## src/rtl/mem_pkg.sv

```systemverilog
// Shared defaults and state encoding for the memory responder slice.
package mem_pkg;
  localparam int DATA_W_D = 16;
  localparam int ADDR_W_D = 16;
  localparam int IDX_W_D  = 8;
  localparam int CNT_W    = 4;

  typedef enum logic [1:0] {IDLE, BUSY, DONE, HOLD} state_t;
  typedef enum logic [1:0] {OP_RD, OP_WR, OP_ILL} op_t;
endpackage

```

## src/rtl/mem_responder_if.sv

```systemverilog
// Controller <-> memory responder handshake bundle.
interface mem_responder_if #(
  parameter int DATA_W = mem_pkg::DATA_W_D,
  parameter int ADDR_W = mem_pkg::ADDR_W_D
);
  logic              MemRead;
  logic              MemWrite;
  logic [ADDR_W-1:0] addr;
  logic [DATA_W-1:0] wdata;
  logic [DATA_W-1:0] rdata;
  logic              ready;
  logic              err;
  logic              busy;

  modport master (output MemRead, MemWrite, addr, wdata, input rdata, ready, err, busy);
  modport slave  (input MemRead, MemWrite, addr, wdata, output rdata, ready, err, busy);
endinterface

```

## src/rtl/mem_array.sv

```systemverilog
// Single-port synchronous RAM; only the read register is reset, storage is not.
module mem_array #(
  parameter int DATA_W = mem_pkg::DATA_W_D,
  parameter int IDX_W  = mem_pkg::IDX_W_D
) (
  input  logic              clk,
  input  logic              rst_n,
  input  logic              we,
  input  logic              re,
  input  logic [IDX_W-1:0]  idx,
  input  logic [DATA_W-1:0] wdata,
  output logic [DATA_W-1:0] rdata
);
  logic [DATA_W-1:0] ram [2**IDX_W];

  always_ff @(posedge clk)
    if (we) ram[idx] <= wdata;

  always_ff @(posedge clk or negedge rst_n)
    if (!rst_n)  rdata <= '0;
    else if (re) rdata <= ram[idx];
endmodule

```

## src/rtl/mem_responder.sv

```systemverilog
// Fixed-latency memory responder: latches a request, counts down, pulses ready,
// then waits in HOLD for the controller to drop the request.
module mem_responder import mem_pkg::*; #(
  parameter int DATA_W  = DATA_W_D,
  parameter int ADDR_W  = ADDR_W_D,
  parameter int IDX_W   = IDX_W_D,
  parameter int LATENCY = 2
) (
  input  logic            clk,
  input  logic            rst_n,
  mem_responder_if.slave  bus
);
  if (LATENCY < 1 || LATENCY > 15) begin : g_bad_lat
    $error("mem_responder: LATENCY must be 1..15");
  end

  state_t            state, state_nx;
  logic [CNT_W-1:0]  cnt;
  logic [IDX_W-1:0]  idx_q;
  logic [DATA_W-1:0] wdata_q;
  op_t               op_q;
  logic              req, fire;
  logic              unused_addr_hi;

  assign req            = bus.MemRead | bus.MemWrite;
  assign fire           = (state == BUSY) && (cnt == '0);
  assign unused_addr_hi = ^bus.addr[ADDR_W-1:IDX_W];

  always_ff @(posedge clk or negedge rst_n)
    if (!rst_n) state <= IDLE;
    else        state <= state_nx;

  always_comb begin
    state_nx = state;
    case (state)
      IDLE:    if (req) state_nx = BUSY;
      BUSY:    if (cnt == '0) state_nx = DONE;
      DONE:    state_nx = HOLD;
      HOLD:    if (!req) state_nx = IDLE;
      default: state_nx = IDLE;
    endcase
  end

  // Request fields are captured once in IDLE; later input changes are ignored.
  always_ff @(posedge clk or negedge rst_n)
    if (!rst_n) begin
      cnt     <= '0;
      idx_q   <= '0;
      wdata_q <= '0;
      op_q    <= OP_RD;
    end else if (state == IDLE && req) begin
      cnt     <= CNT_W'(LATENCY - 1);
      idx_q   <= bus.addr[IDX_W-1:0];
      wdata_q <= bus.wdata;
      op_q    <= (bus.MemRead && bus.MemWrite) ? OP_ILL :
                 bus.MemWrite ? OP_WR : OP_RD;
    end else if (state == BUSY && cnt != '0) begin
      cnt <= cnt - 1'b1;
    end

  // Outputs decode registered state only, so there is no comb path from requests.
  always_comb begin
    bus.ready = (state == DONE);
    bus.err   = (state == DONE) && (op_q == OP_ILL);
    bus.busy  = (state != IDLE);
  end

  mem_array #(.DATA_W(DATA_W), .IDX_W(IDX_W)) u_array (
    .clk   (clk),
    .rst_n (rst_n),
    .we    (fire && op_q == OP_WR),
    .re    (fire && op_q == OP_RD),
    .idx   (idx_q),
    .wdata (wdata_q),
    .rdata (bus.rdata)
  );
endmodule

```

## src/flat_wrapper.sv

```systemverilog
// flat-port wrapper written by rule: the top's interface ports become plain ports
module mem_responder_flat import mem_pkg::*;
#(
  parameter int DATA_W  = DATA_W_D,
  parameter int ADDR_W  = ADDR_W_D,
  parameter int IDX_W   = IDX_W_D,
  parameter int LATENCY = 2
)
  (clk, rst_n, bus_MemRead, bus_MemWrite, bus_addr, bus_wdata, bus_rdata, bus_ready, bus_err, bus_busy);
  mem_responder_if #(.DATA_W(DATA_W), .ADDR_W(ADDR_W)) bus_i ();
  input  logic clk;
  input  logic rst_n;
  input wire logic [$bits(bus_i.MemRead)-1:0] bus_MemRead;
  input wire logic [$bits(bus_i.MemWrite)-1:0] bus_MemWrite;
  input wire logic [$bits(bus_i.addr)-1:0] bus_addr;
  input wire logic [$bits(bus_i.wdata)-1:0] bus_wdata;
  output wire logic [$bits(bus_i.rdata)-1:0] bus_rdata;
  output wire logic [$bits(bus_i.ready)-1:0] bus_ready;
  output wire logic [$bits(bus_i.err)-1:0] bus_err;
  output wire logic [$bits(bus_i.busy)-1:0] bus_busy;
  assign bus_i.MemRead = bus_MemRead;
  assign bus_i.MemWrite = bus_MemWrite;
  assign bus_i.addr = bus_addr;
  assign bus_i.wdata = bus_wdata;
  assign bus_rdata = bus_i.rdata;
  assign bus_ready = bus_i.ready;
  assign bus_err = bus_i.err;
  assign bus_busy = bus_i.busy;
  mem_responder #(.DATA_W(DATA_W), .ADDR_W(ADDR_W), .IDX_W(IDX_W), .LATENCY(LATENCY)) u_core (.clk(clk), .rst_n(rst_n), .bus(bus_i));
endmodule
```

## config.mk

```make
export PLATFORM = sky130hd
export DESIGN_NAME = mem_responder_flat
export DESIGN_NICKNAME = d
export VERILOG_FILES = /design/src/rtl/mem_pkg.sv /design/src/rtl/mem_responder_if.sv /design/src/rtl/mem_array.sv /design/src/rtl/mem_responder.sv /design/src/flat_wrapper.sv
export SDC_FILE = /design/constraint.sdc
export NUM_CORES = 2
export LEC_CHECK = 0
export CORE_UTILIZATION = 55
export CTS_CLUSTER_SIZE = 10
export DETAILED_ROUTE_END_ITERATION = 6
export MAX_ROUTING_LAYER = met4
export PLACE_DENSITY = 0.71
export REMOVE_ABC_BUFFERS = 1
export SYNTH_ARGS = -nofsm -noshare
export SYNTH_HDL_FRONTEND = slang
export SYNTH_SLANG_ARGS = --single-unit
```

## constraint.sdc

```tcl
create_clock -name clk -period 8.5 [get_ports clk]
set_input_delay 2.125 -clock clk [delete_from_list [all_inputs] [get_ports clk]]
set_output_delay 2.125 -clock clk [all_outputs]
set_load 0.01 [all_outputs]
```

==> flow_summary.yaml <==
status:
  status: "finished, violations left"
  violations: "max-capacitance violations"
clock_network:
  clk_latency_ns: 1.00
  cts_root_buffer: "clkbuf_16"
  postCtsSetupBuffers: 0
  cts_max_level: 5
  cts_tree: "done"
  cts.sink_count: 4144
  clk_path_buf_depth: 4
  postCtsHoldBufs: 0
  clkTransAtPathRegs_ns: 0.06
  ctsResizeCount: 0
  numCtsBuffers: 456
floorplanning:
  die_h_um: 541
  rows: 197
  die_area_um2: 292000
  die_x_um: 541
  io_pins: 55
  initial_core_util_pct: 55.3
  coreArea_um2: 288000
detailed_routing:
  routed_via_density: 7.00
  postRouteAntennaNets: 0
  dr.pass1.iters: 7
  dr_total_vias: 82430
  drt-initial-drc-count: 13976
  wirelength_um: 453000
  wl_per_cell_um: 38.4
  drc: 0
sta:
  setup_viol: 0
  slew_viol_final: 0
  rsz0062_at_grt: "no"
  max_slew_margin_pct: 0.101
  final.min_clock_period_ns: 5.63
  post-route-period-util_pct: 66.2
  max_freq_ghz: 0.178
  hold_viol: 0
  setup_tns_ns: 0
  skew_ns: 0.0786
  tightest_slew_ns: 1.49
critical_path:
  cp.arrival_ns: 6.45
  crit_path_max_fanout: 83
  timing.rr.start: "u_core.idx_q[0]$_DFFE_PN0P_"
  crit_path_start_kind: "register"
  cp-startpoint: "u_core.idx_q[0]$_DFFE_PN0P_"
  regToRegSetupSlack_ns: 2.87
  critPathCapture: "u_core.u_array.rdata[10]$_DFFE_PN0P_"
  cp-end-kind: "register"
  cp.required_ns: 9.32
  crit_type: "register to register"
  ff2ff_path_depth: 7
  r2r-end: "u_core.u_array.rdata[10]$_DFFE_PN0P_"
global_routing:
  grt_start_max_net_pins: 217
  globalRouteOverflowTotal: 0
  antenna_found_initial: 28
  grt_pass1_vias: 80355
  grt.total_usage_pct: 31.9
  grt_pass1_wl_um: 627000
synthesis:
  synth_area_leaders: "edfxtp_1 (77%), mux4_2 (12%), mux2i_1 (1.9%)"
  synth_top_area_share_pct: 77.1
  synth_common_cells: "edfxtp_1 (4096), mux4_2 (878), nor2_1 (341)"
  synth_cell_types: 87
  syn_avg_cell_area_um2: 21.8
  async_reset_ff_share_pct: 1.16
  synthFlopType: "edfxtp_1"
  yosysSeqAreaShare_pct: 77.8
  syn_area_um2: 160000
  synth_top_cell_by_area: "edfxtp_1"
  synthCells: 7335
  synth.yosys.warnings: 0
  yosysMostFrequentCell: "edfxtp_1"
  ys_ff_latch: 4144
  synth_edf_count: 4096
placed_design:
  placement.cell_area_um2: 166000
  hpwl_um: 272000
  place_congestion: 0.933
  port-buffer-count: 46
power:
  peakVddDrop_uv: 478
  power_leakage_nw: 55.7
  cellPowerDensity_nw_per_um2: 345
finish:
  fin_nets: 7866
  stdcell_area_um2: 178000
  syn2layout_area_growth_pct: 11.7
  fillCellCount: 19187
  drive_gt1_share_pct: 24.2
worst_hold_path:
  min_path_type: "register to register"
run:
  max_cap_viol_count: 1
-- where the power goes --
group	internal [mW]	switching [mW]	total, mW	leakage [nW]
combinational	5.66	12.0	17.7	12.0
sequential	25.5	1.11	26.6	37.6
clock	9.73	7.57	17.3	6.07
total	40.9	20.7	61.6	55.7
-- registers in the layout, summed over array words and instances (netlist names) --
| name | count |
|---|---|
| u_core.cnt | 4 |
| u_core.u_array.rdata | 16 |
| u_core.u_array.ram | 4096 |
| u_core.idx_q | 8 |
| u_core.wdata_q | 16 |
| u_core.state | 2 |
| u_core.op_q | 2 |
-- cell type report --
type	count	area (µm²)	share of cell area, %
clock buffers	576	11900	6.69
diodes	21	52.6	0.0295
well taps	3781	4730	2.65
clock inverters	34	683	0.383
flip-flops and latches	4144	124000	69.7
repair buffers	463	3870	2.17
multi-input cells	2750	32600	18.3
inverters	10	43.8	0.0246
-- through the flow --
stage	std cells	total power, mW	hold WS, ns	utilization [%]	worst slack (ns)
floorplan	6904	37.9	0.498	-	-45.13
detailed placement	11148	44.1	0.555	57.4	3.19
finish	11779	61.6	0.569	61.8	2.87
global route	11771	62.7	0.608	61.8	3.05
global placement	11148	43.7	0.544	57.4	3.03
CTS	11758	61.2	0.571	61.8	3.15
-- per-layer routing --
layer	share of wire (%)	GRT usage, %	wire length, µm	vias to the layer above
li1	-	-	-	31779
met1	35	41.9	157000	43185
met2	45	45.7	204000	6359
met3	14	9.54	63900	1107
met4	6.0	16.0	27200	0
met5	0	-	0	-
-- placed cells by master, fill, tap and decap left out, types with 40 or more instances in the layout --
cell,n
a21oi_1,76
a22oi_1,175
buf_4,394
clkbuf_1,117
clkbuf_16,459
clkdlybuf4s50_1,45
edfxtp_1,4096
mux2i_1,297
mux4_2,878
nand2_1,267
nand3_1,53
nor2_1,281
nor2_2,57
nor3_1,40
o22ai_1,137
-- how the worst min path moves through the flow --
stage	slack (ns)	startpoint	endpoint	cells after the start
3_5_place_dp	0.55	u_core.cnt[1]$_DFFE_PN0P_	u_core.cnt[1]$_DFFE_PN0P_	2
5_1_grt	0.61	u_core.cnt[1]$_DFFE_PN0P_	u_core.cnt[1]$_DFFE_PN0P_	2
3_3_place_gp	0.54	u_core.cnt[3]$_DFFE_PN0P_	u_core.cnt[3]$_DFFE_PN0P_	2
4_1_cts	0.57	u_core.cnt[1]$_DFFE_PN0P_	u_core.cnt[1]$_DFFE_PN0P_	2
2_1_floorplan	0.50	u_core.op_q[1]$_DFFE_PN0P_	u_core.op_q[1]$_DFFE_PN0P_	2
6_report	0.57	u_core.cnt[1]$_DFFE_PN0P_	u_core.cnt[1]$_DFFE_PN0P_	2
-- critical path, stage by stage, from the launching register on --
cell and delay [ns]:
dfrtp_4 1.05, buf_12 0.57, buf_4 0.65, mux4_2 0.58
mux2i_1 0.65, o211ai_1 0.49, a311oi_1 1.19, o22ai_1 0.17
-- logic make-up (layout without fill, tap and decap cells) --
group | count (synthesis) | count (layout) | synth area share (%)
flops | 4144 | 4144 | 77.8
mux | 1217 | 1217 | 14.8
simple gates | 822 | 822 | 2.25
compound gates | 703 | 703 | 3.18
buf+inv | 441 | 1083 | 1.90
fa+ha+maj | 5 | 5 | 0.0392
xor+xnor | 3 | 3 | 0.0165
other cells | 0 | 21 | 0
Note: power is estimated with default switching activity, not from simulation.
